**src/rtl/pipe_ctrl_pkg.sv**
```systemverilog
`default_nettype none
// ============================================================================
// | Module      : pipe_ctrl_pkg                                              |
// | Description : Shared encodings for the RV32I pipeline controller:        |
// |               forwarding-select codes and controller FSM states.         |
// | Revision    : 1.0 - initial release                                      |
// ============================================================================
package pipe_ctrl_pkg;

  // EX operand source selects
  typedef logic [1:0] fwd_sel_t;
  localparam fwd_sel_t FWD_RF  = 2'b00;  // register file read data
  localparam fwd_sel_t FWD_WB  = 2'b01;  // WB-stage write data
  localparam fwd_sel_t FWD_MEM = 2'b10;  // MEM-stage ALU result

  // Controller FSM state encoding
  localparam logic [1:0] RUN      = 2'b00;
  localparam logic [1:0] LU_STALL = 2'b01;
  localparam logic [1:0] MEM_WAIT = 2'b10;

endpackage : pipe_ctrl_pkg
`default_nettype wire

```
**src/rtl/pipe_fwd_sel.sv**
```systemverilog
`default_nettype none
// ============================================================================
// | Module      : pipe_fwd_sel                                               |
// | Description : Forwarding select for a single EX source operand. The      |
// |               youngest producer (MEM) wins over WB; x0 never forwards.   |
// | Ports       : ex_rs        - EX source register index                    |
// |               mem_rd/_we   - MEM destination and its write enable        |
// |               wb_rd/_we    - WB destination and its write enable         |
// |               fwd_sel      - 00 regfile, 01 WB data, 10 MEM result       |
// | Revision    : 1.0 - initial release                                      |
// ============================================================================
module pipe_fwd_sel
  import pipe_ctrl_pkg::*;
#(
  parameter int REG_AW = 5
) (
  input  logic [REG_AW-1:0] ex_rs,
  input  logic [REG_AW-1:0] mem_rd,
  input  logic              mem_regwrite,
  input  logic [REG_AW-1:0] wb_rd,
  input  logic              wb_regwrite,
  output fwd_sel_t          fwd_sel
);

  logic w_mem_hit;
  logic w_wb_hit;

  assign w_mem_hit = mem_regwrite && (mem_rd != '0) && (mem_rd == ex_rs);
  assign w_wb_hit  = wb_regwrite  && (wb_rd  != '0) && (wb_rd  == ex_rs);

  always_comb begin
    fwd_sel = FWD_RF;
    if (w_mem_hit) begin
      fwd_sel = FWD_MEM;
    end else if (w_wb_hit) begin
      fwd_sel = FWD_WB;
    end
  end

endmodule : pipe_fwd_sel
`default_nettype wire

```
**src/rtl/pipe_hazard_ctrl.sv**
```systemverilog
`default_nettype none
// ============================================================================
// | Module      : pipe_hazard_ctrl                                           |
// | Description : In-order pipeline controller. Owns the PC and per-stage    |
// |               valid bits; handles load-use stall, taken-branch redirect, |
// |               data-memory wait freeze and EX forwarding selects.         |
// | Ports       : clk, rst (sync, active-high)                               |
// |               id_*  - ID source regs / use flags                         |
// |               ex_*  - EX sources, dest, memread, regwrite                |
// |               mem_*/wb_* - later-stage dest and regwrite                 |
// |               br_taken/br_target - branch resolved in BR_STAGE           |
// |               mem_busy - data memory not ready                           |
// |               pc_out, stage_valid, hold_front, hold_all, fwd_a, fwd_b    |
// | Option      : PIPE_PERF_CNT_EN adds perf_cycles/stalls/flushes/retired   |
// | Revision    : 1.0 - initial release                                      |
// ============================================================================
module pipe_hazard_ctrl
  import pipe_ctrl_pkg::*;
#(
  parameter int              XLEN     = 32,
  parameter int              NSTAGE   = 5,
  parameter int              BR_STAGE = 3,
  parameter int              REG_AW   = 5,
  parameter int              PC_INC   = 1,
  parameter logic [XLEN-1:0] RESET_PC = '0
) (
  input  logic              clk,
  input  logic              rst,
  input  logic [REG_AW-1:0] id_rs1,
  input  logic [REG_AW-1:0] id_rs2,
  input  logic              id_use1,
  input  logic              id_use2,
  input  logic [REG_AW-1:0] ex_rs1,
  input  logic [REG_AW-1:0] ex_rs2,
  input  logic [REG_AW-1:0] ex_rd,
  input  logic              ex_memread,
  input  logic              ex_regwrite,
  input  logic [REG_AW-1:0] mem_rd,
  input  logic              mem_regwrite,
  input  logic [REG_AW-1:0] wb_rd,
  input  logic              wb_regwrite,
  input  logic              br_taken,
  input  logic [XLEN-1:0]   br_target,
  input  logic              mem_busy,
  output logic [XLEN-1:0]   pc_out,
  output logic [NSTAGE-1:0] stage_valid,
  output logic              hold_front,
  output logic              hold_all,
  output logic [1:0]        fwd_a,
  output logic [1:0]        fwd_b
`ifdef PIPE_PERF_CNT_EN
  ,
  output logic [31:0]       perf_cycles,
  output logic [31:0]       perf_stalls,
  output logic [31:0]       perf_flushes,
  output logic [31:0]       perf_retired
`endif
);

  logic [XLEN-1:0]   pc_q, pc_d;
  logic [NSTAGE-1:0] valid_q, valid_d;
  logic [1:0]        state_q, state_d;

  logic      w_lu_hz;
  logic      w_redirect;
  logic      w_lu_stall;
  fwd_sel_t  w_fwd_a;
  fwd_sel_t  w_fwd_b;

  // Load in EX whose result the ID instruction needs. Suppressed while in
  // LU_STALL so a single producer/consumer pair never stalls twice.
  assign w_lu_hz = ex_memread && ex_regwrite && valid_q[2] && (ex_rd != '0) &&
                   ((id_use1 && (id_rs1 == ex_rd)) || (id_use2 && (id_rs2 == ex_rd))) &&
                   (state_q != LU_STALL);

  // Priority: mem_busy > redirect > load-use. A redirect squashes the
  // stalled instruction, so the coincident load-use is dropped.
  assign w_redirect = !mem_busy && br_taken && valid_q[BR_STAGE];
  assign w_lu_stall = !mem_busy && !w_redirect && w_lu_hz;

  always_comb begin
    pc_d    = pc_q;
    valid_d = valid_q;
    state_d = state_q;
    if (mem_busy) begin
      state_d = MEM_WAIT;
    end else if (w_redirect) begin
      pc_d       = br_target;
      valid_d[0] = 1'b1;
      for (int i = 1; i < NSTAGE; i++) begin
        valid_d[i] = (i <= BR_STAGE) ? 1'b0 : valid_q[i-1];
      end
      state_d = RUN;
    end else if (w_lu_stall) begin
      // IF and ID hold, EX receives a bubble, the rest drains
      valid_d[2] = 1'b0;
      for (int i = 3; i < NSTAGE; i++) begin
        valid_d[i] = valid_q[i-1];
      end
      state_d = LU_STALL;
    end else begin
      pc_d       = pc_q + XLEN'(PC_INC);
      valid_d[0] = 1'b1;
      for (int i = 1; i < NSTAGE; i++) begin
        valid_d[i] = valid_q[i-1];
      end
      state_d = RUN;
    end
  end

  always_ff @(posedge clk) begin
    if (rst) begin
      pc_q    <= RESET_PC;
      valid_q <= '0;
      state_q <= RUN;
    end else begin
      pc_q    <= pc_d;
      valid_q <= valid_d;
      state_q <= state_d;
    end
  end

  pipe_fwd_sel #(.REG_AW(REG_AW)) u_fwd_a (
    .ex_rs        (ex_rs1),
    .mem_rd       (mem_rd),
    .mem_regwrite (mem_regwrite),
    .wb_rd        (wb_rd),
    .wb_regwrite  (wb_regwrite),
    .fwd_sel      (w_fwd_a)
  );

  pipe_fwd_sel #(.REG_AW(REG_AW)) u_fwd_b (
    .ex_rs        (ex_rs2),
    .mem_rd       (mem_rd),
    .mem_regwrite (mem_regwrite),
    .wb_rd        (wb_rd),
    .wb_regwrite  (wb_regwrite),
    .fwd_sel      (w_fwd_b)
  );

  // Controls are forced idle while reset is asserted.
  assign pc_out      = pc_q;
  assign stage_valid = valid_q;
  assign hold_all    = !rst && mem_busy;
  assign hold_front  = !rst && w_lu_stall;
  assign fwd_a       = rst ? FWD_RF : w_fwd_a;
  assign fwd_b       = rst ? FWD_RF : w_fwd_b;

`ifdef PIPE_PERF_CNT_EN
  logic [31:0] cyc_q, cyc_d;
  logic [31:0] stl_q, stl_d;
  logic [31:0] fls_q, fls_d;
  logic [31:0] ret_q, ret_d;

  always_comb begin
    cyc_d = cyc_q + 32'd1;
    stl_d = stl_q + {31'd0, (hold_front || hold_all)};
    fls_d = fls_q + {31'd0, w_redirect};
    ret_d = ret_q + {31'd0, (valid_q[NSTAGE-1] && !hold_all)};
  end

  always_ff @(posedge clk) begin
    if (rst) begin
      cyc_q <= '0;
      stl_q <= '0;
      fls_q <= '0;
      ret_q <= '0;
    end else begin
      cyc_q <= cyc_d;
      stl_q <= stl_d;
      fls_q <= fls_d;
      ret_q <= ret_d;
    end
  end

  assign perf_cycles  = cyc_q;
  assign perf_stalls  = stl_q;
  assign perf_flushes = fls_q;
  assign perf_retired = ret_q;
`endif

endmodule : pipe_hazard_ctrl
`default_nettype wire

```
**config.mk**
```make
export PLATFORM = sky130hd
export DESIGN_NAME = pipe_hazard_ctrl
export DESIGN_NICKNAME = d
export VERILOG_FILES = /design/src/rtl/pipe_ctrl_pkg.sv /design/src/rtl/pipe_fwd_sel.sv /design/src/rtl/pipe_hazard_ctrl.sv
export SDC_FILE = /design/constraint.sdc
export NUM_CORES = 1
export LEC_CHECK = 0
export CAP_MARGIN = 20
export CORE_MARGIN = 3
export CORE_UTILIZATION = 31
export CTS_BUF_LIST = sky130_fd_sc_hd__clkbuf_4
export CTS_CLUSTER_SIZE = 20
export DETAILED_ROUTE_END_ITERATION = 6
export PLACE_DENSITY_LB_ADDON = 0.2
export RECOVER_POWER = 25
export REMOVE_ABC_BUFFERS = 1
export SYNTH_ARGS = -nofsm -noshare
export SYNTH_HDL_FRONTEND = slang
export SYNTH_SLANG_ARGS = --single-unit
```
**constraint.sdc**
```tcl
create_clock -name clk -period 3 [get_ports clk]
set_clock_uncertainty 0.15 [all_clocks]
set_input_delay 0.75 -clock clk [delete_from_list [all_inputs] [get_ports clk]]
set_output_delay 0.75 -clock clk [all_outputs]
set_load 0.02 [all_outputs]
```
==> results of run 1 <==
[registers in the layout, summed over array words and instances, names as in the netlist]
register,cells
stage_valid,5
pc_out,32
state_q,2
[synthesized netlist by cell type (all sizes together) (5+ instances only)]
| master | n |
|---|---|
| a211oi | 6 |
| a21oi | 35 |
| clkbuf | 21 |
| dfxtp | 39 |
| inv | 5 |
| nand2 | 41 |
| nand2b | 9 |
| nand3 | 13 |
| nand4 | 14 |
| nor2 | 35 |
| nor3 | 18 |
| nor4 | 9 |
| o21ai | 19 |
| o31ai | 8 |
| o32ai | 8 |
| or2 | 5 |
| or4 | 5 |
| xnor2 | 22 |
| xor2 | 8 |
[timing repair]
| action | CTS | global route |
|---|---|---|
| setup endpoints to repair | 6 | 5 |
| gates cloned | 0 | 0 |
| buffers inserted | 0 | 2 |
| pin swaps | 23 | 4 |
| resized for setup | 85 | 10 |
[layout make-up]
cell class	count	area share, %
Clock inverter	3	0.879
Multi-Input combinational cell	304	42.8
Tap cell	105	2.98
Inverter	5	0.426
Sequential cell	39	17.7
Clock buffer	5	0.851
Timing Repair Buffer	166	34.4
[per-layer routing]
| metal | routed length, µm | vias to the layer above |
|---|---|---|
| met5 | 0 | - |
| met4 | 233 | 0 |
| met3 | 823 | 16 |
| met2 | 4650 | 145 |
| met1 | 4230 | 1556 |
| li1 | - | 1681 |
[kinds of logic (layout without fill, tap and decap cells)]
family                   Yosys count  in the layout  synth area share, %
XOR/XNOR                          30             30                 9.70
flip-flops                        39             39                 28.8
AO/OA/AOI/OAI                    106            106                 25.8
multiplexers                       1              1                0.370
AND/OR/NAND/NOR                  166            166                 30.9
buffers and inverters             28            179                 3.93
adder cells (fa/ha/maj)            1              1                0.462
[worst reg2reg max path, delay by kind of cell (launching register included)]
family	cells	cell delay [ns]
and+or+nand+nor	4	1.56
DFF	1	0.45
AOI/OAI and AO/OA	2	0.44
[how the worst max path moves through the flow]
stage                                         end  slack [ns]  depth (start not counted)
after floorplan           pc_out[15]$_SDFFE_PP0P_       -0.54                          5
after global placement                   fwd_a[0]       -0.92                          7
after detailed placement                 fwd_a[0]       -0.94                          7
after CTS                                fwd_a[0]       -0.03                          6
after global routing                     fwd_a[0]       -0.08                          6
final                                    fwd_a[0]      -0.008                          6
[metrics by stage]
stage	util [%]	cell area (µm²)	TNS (ns)	hold WS, ns
5_1_grt	52.9	4410	-0.306	0.387
3_5_place_dp	51.9	4330	-3.45	0.329
3_3_place_gp	51.9	4330	-3.39	0.314
6_report	52.9	4410	-0.0118	0.348
2_1_floorplan	-	2620	-9.44	0.400
4_1_cts	52.8	4410	-0.0548	0.348
[report_power, final]
part | switching (W) | total [W] | internal (W)
clock network | 0.000189 | 0.000361 | 0.000172
registers | 0.00000552 | 0.000529 | 0.000524
logic | 0.000114 | 0.000267 | 0.000154
total | 0.000308 | 0.00116 | 0.000849
==> metrics.md, run 1 <==
| Metric | Value |
|---|---|
| Synth top area share | `28.8%` |
| Worst hold path endpoint | `pc_out[31]$_SDFFE_PP0P_` |
| Sequential cell area fraction in the yosys report | `28.8%` |
| LEAKAGE | `1.55 nW` |
| Num rows | `33` |
| CTS clk-pin slew, worst paths | `0.14 ns` |
| Routed WL | `9940 µm` |
| Top cell type by total area after synthesis | `dfxtp_1` |
| Synth Area per Inst | `7.30 µm²` |
| Synth top area cells | `dfxtp_1 (29%), xnor2_1 (7.1%), a21oi_1 (6.5%), nand2_1 (5.7%), nor2_1 (4.8%)` |
| Power Total | `0.00116 W` |
| RD Place Congestion | `0.822` |
| Post-DP HPWL | `7640 µm` |
| CTS max path bufs | `2` |
| Met3 GRT Util | `4.77%` |
| FF+latch count, synth | `39` |
| CP Data Arrival Time | `2.11 ns` |
| Synth cell types | `51` |
| # H-tree levels | `2` |
| Worst stage delay on the critical path | `0.54 ns` |
| Area Overhead vs Synth | `62.8%` |
| Post-synth ARST share | `0%` |
| DR vias | `3,398` |
| DR DRC count | `0` |
| Grt ovf | `0` |
| DR iter-0 viols | `163` |
| Setup crit end kind | `output port` |
| Worst Hold Depth | `2` |
| Critical path class | `input pin to output port` |
| M1 GR Usage | `23.6%` |
| Hold Vio Cnt, Final | `0` |
| R2R Setup Slk | `0.33 ns` |
| Fillers | `815` |
| Detail Route Antenna Nets | `0` |
| Peak VDD IR | `0.138 mV` |
| Failing checks | `negative setup slack` |
| Share of cells above drive strength 1 | `15.9%` |
| NumNets Final | `599` |
| Root Driver | `clkbuf_4` |
| Area of the multi-input gates | `0.00189 mm²` |
| Dpl ws | `-0.939 ns` |
| Pin count of the biggest net entering global routing | `39` |
| Fmax | `0.332 GHz` |
| Commonest non-fill, non-tap cell in the layout | `clkdlybuf4s50_1` |
| CP max stage cell | `or4_4` |
| Vias/cell | `5.42` |
| Maxcap violations | `0` |
| Outcome | `finished, violations left` |
| Reg2Reg Depth | `6` |
| Final worst setup slack | `-0.00820 ns` |
| Crit-path max FO | `4` |
| Unrepaired setup endpoints after global routing | `yes` |
| Die ar. | `0.00990 mm²` |
| Hold_sp | `pc_out[31]$_SDFFE_PP0P_` |
| Endpoints failing setup | `2` |
| Number of enable flip-flop cells after synthesis | `0` |
| Hold buffers post-CTS | `0` |
| Reg-to-Reg End | `pc_out[27]$_SDFFE_PP0P_` |
| TritonRoute pass-1 iters | `5` |
| Synthesized cell area | `0.00271 mm²` |
| FF-to-FF Start | `pc_out[6]$_SDFFE_PP0P_` |
| Commonest cells after routing, fill and taps aside | `clkdlybuf4s50_1 (77), buf_4 (44), nand2_1 (41)` |
| Worst skew pair latency | `0.36 ns` |
| Tmin final | `3.01 ns` |
| Crit path required time | `2.10 ns` |
| ANT cells | `0` |
| Die X | `99.5 µm` |
| Actual slew at the worst max-slew pin | `0.984 ns` |
| First-pass GRT wire length | `15,700 µm` |
| Main synth FF type | `dfxtp_1` |
| Overall routing resource usage | `19.3%` |
| Worst Setup SP | `mem_rd[4]` |
| CP cell instances | `buf_6 > or4_4 > o21ai_4 > nor3_2 > nor4_2 > buf_4` |
| Die height | `99.5 µm` |
| Clk sinks | `39` |
| Rel. slew slack | `34.4%` |
| I/O Buffers | `119` |
| Wire per inst | `15.8 µm` |
| Hold Path Class | `flop to flop` |
| Busiest grt layer | `met2` |
| Initial antenna violation count | `0` |
| Placed cell count | `618` |
| CP Buf/Inv Count | `2` |
| Io pins | `120` |
| Grt met2 use | `33.0%` |
| Top Family by Delay on Critical Path | `simple AND/OR/NAND/NOR gates` |
| Synth warn | `0` |
| CTS Buf Count | `5` |
| FF+latch area | `781 µm²` |
| Vias in the first global route | `3,252` |
| Core box area | `0.00834 mm²` |
| Pwr dens | `262 mW/mm²` |
| CTS tree | `done` |
| Max-slew violation count | `0` |
| Cells after synthesis | `371` |
| Final period util | `100%` |
| Setup crit start kind | `input pin` |
| Final Non-Filler Cells | `627` |
| Starting Density | `32.5%` |
Note: power is estimated with default switching activity, not from simulation.
==> run 2, diff against run 1 <==
Settings changed: CELL_PAD_IN_SITES_DETAIL_PLACEMENT set to 1, CELL_PAD_IN_SITES_GLOBAL_PLACEMENT set to 1, CORE_UTILIZATION 31 to 27.
Clock period 3 ns to 2.7 ns, I/O delays scaled along.
==> metrics.md, run 2 (synthesis gave the netlist of run 1 again) <==
| Metric | Value |
|---|---|
| Fillers | `1,188` |
| Met3 GRT Util | `3.89%` |
| # H-tree levels | `2` |
| Tmin final | `2.86 ns` |
| Commonest cells after routing, fill and taps aside | `clkdlybuf4s50_1 (65), buf_4 (64), nand2_1 (39), dfxtp_1 (39)` |
| Outcome | `finished, violations left` |
| Num rows | `35` |
| CP dominant cell by count | `buf_4` |
| Die ar. | `0.0113 mm²` |
| Fmax | `0.349 GHz` |
| Starting Density | `28.5%` |
| DR DRC count | `0` |
| DR vias | `3,570` |
| Worst stage delay on the critical path | `0.55 ns` |
| Unrepaired setup endpoints after global routing | `yes` |
| Overall routing resource usage | `20.8%` |
| Vias/cell | `5.28` |
| LEAKAGE | `1.71 nW` |
| Wire per inst | `17.5 µm` |
| Post-route cell area | `0.00467 mm²` |
| Busiest grt layer | `met2` |
| Failing checks | `negative setup slack` |
| Reg2Reg Depth | `6` |
| Reg-to-Reg End | `pc_out[27]$_SDFFE_PP0P_` |
| RD Place Congestion | `0.799` |
| Setup crit end kind | `output port` |
| Routed WL | `11,800 µm` |
| Worst skew pair latency | `0.35 ns` |
| CP Data Arrival Time | `2.04 ns` |
| Power Total | `0.00121 W` |
| Crit path required time | `1.88 ns` |
| Post-DP HPWL | `9050 µm` |
| Detail Route Antenna Nets | `0` |
| Die X | `106 µm` |
| Pwr dens | `259 mW/mm²` |
| Critical path class | `input pin to output port` |
| Crit-path max FO | `2` |
| Io pins | `120` |
| Final Non-Filler Cells | `676` |
| CP cell instances | `buf_6 > or4_4 > o21ai_4 > buf_4 > nor3_1 > nor4_2 > buf_4` |
| CTS max path bufs | `2` |
| Core box area | `0.00950 mm²` |
| Max-slew violation count | `0` |
| Maxcap violations | `0` |
| Rel. slew slack | `44.7%` |
| Area Overhead vs Synth | `72.3%` |
| Endpoints failing setup | `12` |
| Actual slew at the worst max-slew pin | `0.829 ns` |
| Final period util | `106%` |
| CTS Buf Count | `5` |
| Max reg flops | `32` |
| Worst Hold Depth | `2` |
| Worst Setup SP | `mem_rd[4]` |
| R2R Setup Slk | `0.04 ns` |
| Grt met2 use | `37.6%` |
| Setup crit start kind | `input pin` |
| Initial antenna violation count | `1` |
| First-pass GRT wire length | `19,200 µm` |
| Hold Vio Cnt, Final | `0` |
| CTS clk-pin slew, worst paths | `0.11 ns` |
| M1 GR Usage | `25.1%` |
| Root Driver | `clkbuf_4` |
| Final worst setup slack | `-0.162 ns` |
| Clk sinks | `39` |
| Worst hold path endpoint | `pc_out[31]$_SDFFE_PP0P_` |
| CP max stage cell | `or4_4` |
| Share of cells above drive strength 1 | `25.1%` |
| NumNets Final | `625` |
| Hold_sp | `pc_out[31]$_SDFFE_PP0P_` |
| Area of the multi-input gates | `0.00199 mm²` |
| TritonRoute pass-1 iters | `4` |
| FF+latch area | `781 µm²` |
| DR iter-0 viols | `114` |
| Hold buffers post-CTS | `0` |
| Top Family by Delay on Critical Path | `simple AND/OR/NAND/NOR gates` |
| Grt ovf | `0` |
| CTS tree | `done` |
| FF-to-FF Start | `pc_out[7]$_SDFFE_PP0P_` |
| Die height | `106 µm` |
| Commonest non-fill, non-tap cell in the layout | `clkdlybuf4s50_1` |
| Placed cell count | `662` |
| Placed Area | `0.00455 mm²` |
| Peak VDD IR | `0.115 mV` |
| I/O Buffers | `119` |
| Pin count of the biggest net entering global routing | `51` |
| Dpl ws | `-1.10 ns` |
| Vias in the first global route | `3,883` |
| CP Buf/Inv Count | `3` |
| Hold Path Class | `flop to flop` |
==> run 2: metrics by stage <==
| step | TNS, ns | utilization, % | hold slack, ns |
|---|---|---|---|
| 2_1_floorplan | -15.74 | - | 0.400 |
| 3_3_place_gp | -8.32 | 47.8 | 0.319 |
| 3_5_place_dp | -10.11 | 47.8 | 0.339 |
| 4_1_cts | -0.425 | 48.8 | 0.359 |
| 5_1_grt | -3.19 | 49.1 | 0.399 |
| 6_report | -0.863 | 49.1 | 0.347 |
==> run 2: layout make-up <==
cell class	count	area share, %
flip-flops and latches	39	16.7
inverters	5	0.402
diodes	1	0.0536
multi-input cells	304	42.7
repair buffers	192	35.7
well taps	129	3.46
clock buffers	6	0.965
==> run 2: worst reg2reg max path, cell delays in order (launching register included) <==
cell and delay, ns:
dfxtp_1 0.37, nand4_1 0.19, or4b_4 0.61, or4_4 0.56, or2_0 0.25, o311a_1 0.30
a21o_1 0.15
==> run 2: worst max-delay path by stage <==
stage	end	depth (start not counted)	slack, ns
floorplan	pc_out[15]$_SDFFE_PP0P_	5	-0.77
global placement	fwd_a[0]	6	-0.99
detailed placement	fwd_a[0]	6	-1.10
CTS	fwd_a[0]	6	-0.19
global route	fwd_a[0]	7	-0.22
finish	fwd_a[0]	7	-0.16
==> run 2: timing repair <==
action / CTS / global route
pin swaps: 31 / 5
setup endpoints to repair: 6 / 7
gates cloned: 0 / 0
hold endpoints to repair: 0 / 0
resized for setup: 160 / 12
buffers inserted: 3 / 4
==> run 2: power by group <==
part	internal, W	total, W	leakage (nW)	switching, W
clock	0.000103	0.000297	0.0276	0.000194
sequential	0.000582	0.000587	0.315	0.00000486
combinational	0.000179	0.000327	1.37	0.000148
==> run 2: routing by layer <==
| layer | up-vias | part of all wire, % |
|---|---|---|
| met5 | - | 0 |
| li1 | 1733 | - |
| met4 | 0 | 1.3 |
| met1 | 1734 | 43 |
| met2 | 93 | 51 |
| met3 | 10 | 4.8 |
